`config.mk`:
```
export PLATFORM = sky130hd
export DESIGN_NAME = vc_test_checking_sink
export DESIGN_NICKNAME = d
export VERILOG_FILES = /design/src/rtl/vc_test_checking_sink.sv
export SDC_FILE = /design/constraint.sdc
export NUM_CORES = 1
export LEC_CHECK = 0
export ABC_CLOCK_PERIOD_IN_PS = 8600
export BUFFER_PORTS_ARGS = -buffer_cell sky130_fd_sc_hd__buf_2
export CAP_MARGIN = 5
export CORE_ASPECT_RATIO = 0.5
export CORE_MARGIN = 5
export CORE_UTILIZATION = 40
export DETAILED_ROUTE_END_ITERATION = 10
export GPL_TIMING_DRIVEN = 0
export SLEW_MARGIN = 5
export SYNTH_ARGS = -nofsm -noshare
export SYNTH_HDL_FRONTEND = slang
export SYNTH_SLANG_ARGS = --single-unit
```
`constraint.sdc`:
```
create_clock -name clk -period 8.6 [get_ports clk]
set_clock_uncertainty 0.05 [all_clocks]
set_input_delay 1.72 -clock clk [delete_from_list [all_inputs] [get_ports clk]]
set_output_delay 1.72 -clock clk [all_outputs]
set_load 0.03 [all_outputs]
```
`src/rtl/vc_test_checking_sink.sv`:
```
// Val/rdy test sink: checks each received message against a preloaded expected table,
// optionally inserting LFSR-driven backpressure, and reports error status when the run ends.
//
// state | meaning
// IDLE  | after reset; expected table writable, waiting for cfg_start
// RUN   | receiving and checking messages
// DONE  | programmed count received; in_val here flags overflow
module vc_test_checking_sink #(
    parameter int          p_msg_sz    = 8,
    parameter int          p_num_msgs  = 16,
    parameter int          p_max_stall = 0,
    parameter logic [15:0] p_lfsr_seed = 16'hACE1
) (
    input  logic                          clk,
    input  logic                          reset,
    input  logic                          cfg_we,
    input  logic [$clog2(p_num_msgs)-1:0] cfg_addr,
    input  logic [p_msg_sz-1:0]           cfg_msg,
    input  logic [$clog2(p_num_msgs):0]   cfg_count,
    input  logic                          cfg_start,
    input  logic                          in_val,
    output logic                          in_rdy,
    input  logic [p_msg_sz-1:0]           in_msg,
    output logic                          done,
    output logic [15:0]                   num_errors,
    output logic                          err_pulse,
    output logic [$clog2(p_num_msgs)-1:0] err_idx,
    output logic [p_msg_sz-1:0]           err_got,
    output logic                          overflow
);
    localparam int AW = $clog2(p_num_msgs);
    localparam int CW = AW + 1;
    localparam int SW = (p_max_stall > 0) ? $clog2(p_max_stall + 1) : 1;

    typedef enum logic [1:0] {S_IDLE, S_RUN, S_DONE} state_t;

    state_t              r_state;
    state_t              w_state_nxt;
    logic [p_msg_sz-1:0] r_table [p_num_msgs];
    logic [CW-1:0]       r_count;
    logic [AW-1:0]       r_index;
    logic [SW-1:0]       r_stall;
    logic [15:0]         r_lfsr;
    logic [15:0]         r_num_errors;
    logic                r_err_pulse;
    logic [AW-1:0]       r_err_idx;
    logic [p_msg_sz-1:0] r_err_got;
    logic                r_overflow;

    logic [CW-1:0]       w_count_clamped;
    logic                w_start;
    logic                w_xfer;
    logic                w_last;
    logic                w_mismatch;
    logic [15:0]         w_lfsr_nxt;
    logic [SW-1:0]       w_stall_load;

    assign w_count_clamped = (cfg_count > CW'(p_num_msgs)) ? CW'(p_num_msgs) : cfg_count;
    assign w_start         = cfg_start && (r_state != S_RUN);
    assign w_xfer          = in_val && in_rdy;
    assign w_last          = ({1'b0, r_index} == (r_count - CW'(1)));
    assign w_mismatch      = (in_msg != r_table[r_index]);
    // Galois form of x^16+x^14+x^13+x^11+1
    assign w_lfsr_nxt      = r_lfsr[0] ? ((r_lfsr >> 1) ^ 16'hB400) : (r_lfsr >> 1);
    assign w_stall_load    = SW'(w_lfsr_nxt % 16'(p_max_stall + 1));

    always_ff @(posedge clk or negedge reset) begin
        if (!reset) r_state <= S_IDLE;
        else        r_state <= w_state_nxt;
    end

    always_comb begin
        w_state_nxt = r_state;
        case (r_state)
            S_IDLE, S_DONE: if (cfg_start) w_state_nxt = (w_count_clamped == '0) ? S_DONE : S_RUN;
            S_RUN:          if (w_xfer && w_last) w_state_nxt = S_DONE;
            default:        w_state_nxt = S_IDLE;
        endcase
    end

    always_comb begin
        in_rdy = (r_state == S_RUN) && (r_stall == '0);
        done   = (r_state == S_DONE);
    end

    // Table is write-only from the config side and deliberately not reset;
    // a write in the start cycle lands before RUN's first compare.
    always_ff @(posedge clk) begin
        if (cfg_we && r_state == S_IDLE) r_table[cfg_addr] <= cfg_msg;
    end

    always_ff @(posedge clk or negedge reset) begin
        if (!reset) begin
            r_count      <= '0;
            r_index      <= '0;
            r_stall      <= '0;
            r_lfsr       <= p_lfsr_seed;
            r_num_errors <= '0;
            r_err_pulse  <= 1'b0;
            r_err_idx    <= '0;
            r_err_got    <= '0;
            r_overflow   <= 1'b0;
        end else begin
            r_err_pulse <= 1'b0;
            if (w_start) begin
                r_count      <= w_count_clamped;
                r_index      <= '0;
                r_stall      <= '0;
                r_lfsr       <= p_lfsr_seed;
                r_num_errors <= '0;
                r_overflow   <= 1'b0;
            end else if (r_state == S_RUN) begin
                if (r_stall != '0) r_stall <= r_stall - SW'(1);
                if (w_xfer) begin
                    r_lfsr  <= w_lfsr_nxt;
                    r_index <= r_index + AW'(1);
                    if (!w_last) r_stall <= w_stall_load;
                    if (w_mismatch) begin
                        r_err_pulse <= 1'b1;
                        r_err_idx   <= r_index;
                        r_err_got   <= in_msg;
                        if (r_num_errors != 16'hFFFF) r_num_errors <= r_num_errors + 16'd1;
                    end
                end
            end else if (r_state == S_DONE && in_val) begin
                r_overflow <= 1'b1;
            end
        end
    end

    assign num_errors = r_num_errors;
    assign err_pulse  = r_err_pulse;
    assign err_idx    = r_err_idx;
    assign err_got    = r_err_got;
    assign overflow   = r_overflow;

endmodule
```
* Word-level counts from Yosys, hierarchy flattened
Memories as Yosys holds them, arrays and structs flattened.
Cells that the tools add are included.
** Storage, ports and cells
- Register bits after elaboration :: 42
- Bits in writable memories :: 128
- Input port bits :: 30
- Output and inout port bits :: 32
- Word-level logic and storage cells :: 72
- Memories kept :: 1
** Memories
- r_table :: depth 16, bits a word 8, read ports 1, clocked after memory_dff 0, wr ports 1, RTL line 39 : logic [p_msg_sz-1:0] r_table [p_num_msgs];
** Operators by class
- Add/subtract/negate cells :: 4
- Order comparisons :: 1
- Equality and inequality tests :: 9
- Muxes and demuxes :: 27
- Bitwise operators :: 2
- Reductions and logical operators :: 19
** Operators by type and width (number)
- $mux 16 :: 5
- $add 16x1->16 const B :: 1
- $ne 16x16->1 const B :: 1
- $mux 1 :: 14
- $mux 4 :: 3
- $reduce_bool 2->1 :: 5
- $ne 8x8->1 :: 1
- $reduce_and 4->1 :: 2
- $logic_and 1x1->1 :: 6
- $mux 2 :: 3
- $ne 2x2->1 const B :: 3
- $reduce_and 2->1 :: 3
- $eq 4x5->1 :: 1
- $gt 5x5->1 const B :: 1
- $logic_not 5->1 :: 1
- $mux 5 :: 1
- $sub 5x1->5 const B :: 1
- $add 4x1->4 const B :: 1
- $pmux 2 s2 :: 1
- $eq 2x1->1 const B :: 1
- $eq 2x2->1 const B :: 1
- $logic_not 2->1 :: 1
- $ne 2x1->1 const B :: 1
- $not 1->1 :: 2
- other kinds (2) :: 2

* Depth between registers and ports, before layout
- Word-level depth :: 6
- Gate-level depth with buffers :: 14
- Depth with buffers taken out :: 9

* Worst setup path before layout
OpenSTA, ideal clock, no wires.
- Path type :: input to register
- Start point :: input in_msg[6]
- End point :: register r_err_got[1], in the netlist err_got[1]
- Setup time :: 0.125 ns
- Arrival time :: 3.375 ns
- Required time :: 8.425 ns
- Slack :: 5.050 ns
- Cell stages on the path :: 6
- Buffers on the path :: 1
- Path through :: xor2_1 -> or4_4 -> a2111oi_4 -> nor2_2 -> buf_6 -> mux2_4
** On the way
- Longest elaborated chain between the ends :: 2
** RTL lines
- start: declaration :: RTL line 23 : input logic [p_msg_sz-1:0] in_msg,
- $ne 8x8->1 :: RTL line 62 : assign w_mismatch = (in_msg != r_table[r_index]);
- $reduce_and 4->1 (no source line)
- end signal: assignment :: RTL line 121 : r_err_got <= in_msg;
- end: declaration :: RTL line 47 : logic [p_msg_sz-1:0] r_err_got;
Every way passes these cells.
A chain may end at the register's enable or synchronous reset.

* Final worst setup path
- Start point :: register r_index[3]
- End point :: register r_num_errors[8], in the netlist num_errors[8]
** On the way
- Longest elaborated chain between the ends :: 4
** RTL lines
- start: declaration :: RTL line 41 : logic [AW-1:0] r_index;
- start signal: assignment :: RTL line 116 : r_index <= r_index + AW'(1);
- $mem_v2 16x8
- $ne 8x8->1 :: RTL line 62
- $reduce_bool 2->1 (no source line)
- $reduce_and 4->1 (no source line)
- end signal: assignment :: RTL line 122 : if (r_num_errors != 16'hFFFF) r_num_errors <= r_num_errors + 16'd1;
- end: declaration :: RTL line 44 : logic [15:0] r_num_errors;
Every way passes these cells.

==> results_dict.tcl <==
set metrics [dict create \
    ys.warnings.count 0 \
    post_cts_resized 0 \
    yosys.area.top_type "edfxtp_1" \
    outcome "completed" \
    tritoncts "built" \
    min_period_ps 3970 \
    grt_pass1_wl_um 25900 \
    ys_top_cells_by_count "edfxtp_1, dfrtp_1, nand2_1" \
    drt_wl_total_um 16700 \
    clock_sinks 169 \
    r2r_cells 12 \
    fmax_mhz 252 \
    power_density_nw_per_um2 305 \
    crit_path_end "num_errors[8]$_DFFE_PN0P_" \
    reg2reg_from "r_index[3]$_DFFE_PN0P_" \
    fin_crit_sh_pct 46.2 \
    grt_pass1_vias 4320 \
    path_clk_slew_ps 70 \
    drc 0 \
    hp-class "flop to flop" \
    gp_congestion 0.802 \
    crit_type "flop to flop" \
    htree_levels 4 \
    io_pins 62 \
    dieWidth_um 200 \
    cts.path.max_buffers 2 \
    core_sq_um 17600 \
    rows 34 \
    place.port_buffers 61 \
    setup_tns_ps 0 \
    grt_use_total_pct 16.3 \
    crit_path_max_incr_delay_ps 640 \
    end_kind "flop" \
    drtIter0Drc 478 \
    wl_met1_um 8050 \
    synth_top_area_share_pct 53.0 \
    avgSynthCellArea_sq_um 15.5 \
    crit_arrival_ps 4220 \
    ys_seq_area_share_pct 67.1 \
    cp-startpoint "r_index[3]$_DFFE_PN0P_" \
    drt-wirelength-per-cell_um 20.9 \
    synth_area_sq_um 7250 \
    path_cells "clkbuf_1 > buf_2 > mux4_2 > mux2i_1 > xnor2_1 > nor4_1 > a31oi_1 > a2111oi_4 > buf_4 > buf_6 > a21oi_1 > o21bai_1" \
    ys_seq_elements 169 \
    firstDrtPassIters 5 \
    routed-wl-met2_um 7590 \
    r2r_end "num_errors[8]$_DFFE_PN0P_" \
    detail-route-antenna-nets 0 \
    finalHoldWorstSlack_ps 443 \
    vias_per_cell 5.32 \
    overflow 0 \
    syn_nets 502 \
    relSlewSlack_pct 32.4 \
    cts_made_buffers 17 \
    maxCapViolCount 0 \
    antenna_found_initial 1 \
    start_kind "flop" \
    rsz0062_at_grt "false" \
    slew_violations 0 \
    die_y_um 105 \
    via_count 4247 \
    synth.area.top_cells "edfxtp_1, dfrtp_1, mux4_2, mux2i_1, mux2_2" \
    post-cts-setup-buffer-count 0 \
    dieArea_sq_um 21100 \
    hold_viol_final 0 \
    area_delta_synth_final_pct 16.9 \
    grt_max_degree 42 \
    synthCells 469 \
    start_util_pct 41.3 \
    clk_latency_ps 430 \
    met3_length_um 953 \
    ys_types 49 \
    worst_pin_slew_ps 1010 \
    reg2reg_slack_ps 4630 \
    synth_flop_cell "edfxtp_1" \
    top_layer "met5" \
    synth_edf_count 128 \
    dp_hpwl_um 11300 \
    hold_buffers 0 \
    num_antenna_cells 0 \
    crit_fanout 10 \
    clockRootBuffer "clkbuf_16" \
    cp.required_ps 8850 \
    async_reset_ff_share_pct 24.3 \
    leakagePower_nw 3.07 \
    crit_path_top_delay_cell "clkbuf_1" \
    nNetsFinal 584 \
    synth_most_common_cell "edfxtp_1" \
    layout-drive-gt1-share_pct 27.7 \
    setup_viol 0 \
    ir_drop_mv 0.167 \
]
cell type report:
| class | instances | area (sq um) |
|---|---|---|
| Multi-Input combinational cell | 276 | 2250 |
| Sequential cell | 169 | 4870 |
| Tap cell | 234 | 293 |
| Timing Repair Buffer | 63 | 320 |
| Clock inverter | 15 | 170 |
| Buffer | 18 | 128 |
| Clock buffer | 17 | 425 |
| Fill cell | 1520 | 9090 |
| Inverter | 6 | 22.5 |
per-layer routing:
metal	vias to the layer above	global-route usage, %
met5	-	0
met4	2	4.66
met3	6	4.51
met2	98	24.6
met1	2164	23.4
li1	1977	-
metrics by stage:
step | cells | power (W) | setup WS (ps) | util [%] | area [sq um]
finish | 798 | 0.00259 | 4630 | 48.3 | 8480
global route | 798 | 0.00272 | 4420 | 48.3 | 8480
floorplan | 469 | 0.00160 | 5050 | - | 7250
detailed placement | 766 | 0.00184 | 4650 | 44.9 | 7890
global placement | 764 | 0.00183 | 4580 | 44.7 | 7850
CTS | 798 | 0.00261 | 4630 | 48.3 | 8480
logic make-up after synthesis:
kind of cell | share of synthesized area [%]
adder cells (fa/ha/maj) | 0.518
multiplexers | 13.2
XOR/XNOR | 2.66
flip-flops | 67.1
AND/OR/NAND/NOR | 8.71
AO/OA/AOI/OAI | 5.66
buffers and inverters | 2.07
layout by cell type, fill, tap and decap left out, types with 8 or more instances in the layout:
| cell | n |
|---|---|
| clkbuf_16 | 17 |
| xnor2_1 | 14 |
| mux4_2 | 18 |
| xor2_1 | 8 |
| o21ai_0 | 11 |
| mux2i_1 | 24 |
| nand3_1 | 13 |
| mux2_2 | 14 |
| mux2_4 | 9 |
| nand2_1 | 36 |
| edfxtp_1 | 128 |
| dfrtp_1 | 41 |
| buf_2 | 64 |
| nor2_1 | 25 |
sequential cells by signal, summed over array words and instances, names as in the netlist:
name        flops
r_table       128
overflow        1
num_errors     16
r_state         2
err_got         8
r_index         4
err_pulse       1
r_count         5
err_idx         4
critical path: cells and delay by family (launching register included):
kind            cells  cell delay [ps]
buf+inv             4             1560
compound gates      4              730
mux                 2              720
flops               1              510
simple gates        1              170
xor+xnor            1              100
power breakdown:
group / switching [W] / internal (W)
clock network: 0.000356 / 0.000416
registers: 0.0000555 / 0.000944
logic: 0.000478 / 0.000340
worst min-delay path by stage:
stage                                 from                     end  slack [ps]  cells past startpoint
global placement      overflow$_DFFE_PN0P_    overflow$_DFFE_PN0P_         430                      2
floorplan           r_count[3]$_DFFE_PN0P_  r_count[3]$_DFFE_PN0P_         410                      2
finish                overflow$_DFFE_PN0P_    overflow$_DFFE_PN0P_         440                      2
detailed placement    overflow$_DFFE_PN0P_    overflow$_DFFE_PN0P_         430                      2
CTS                   overflow$_DFFE_PN0P_    overflow$_DFFE_PN0P_         450                      2
global route        err_got[6]$_DFFE_PN0P_  err_got[6]$_DFFE_PN0P_         480                      1
Note: power is estimated with default switching activity, not from simulation.
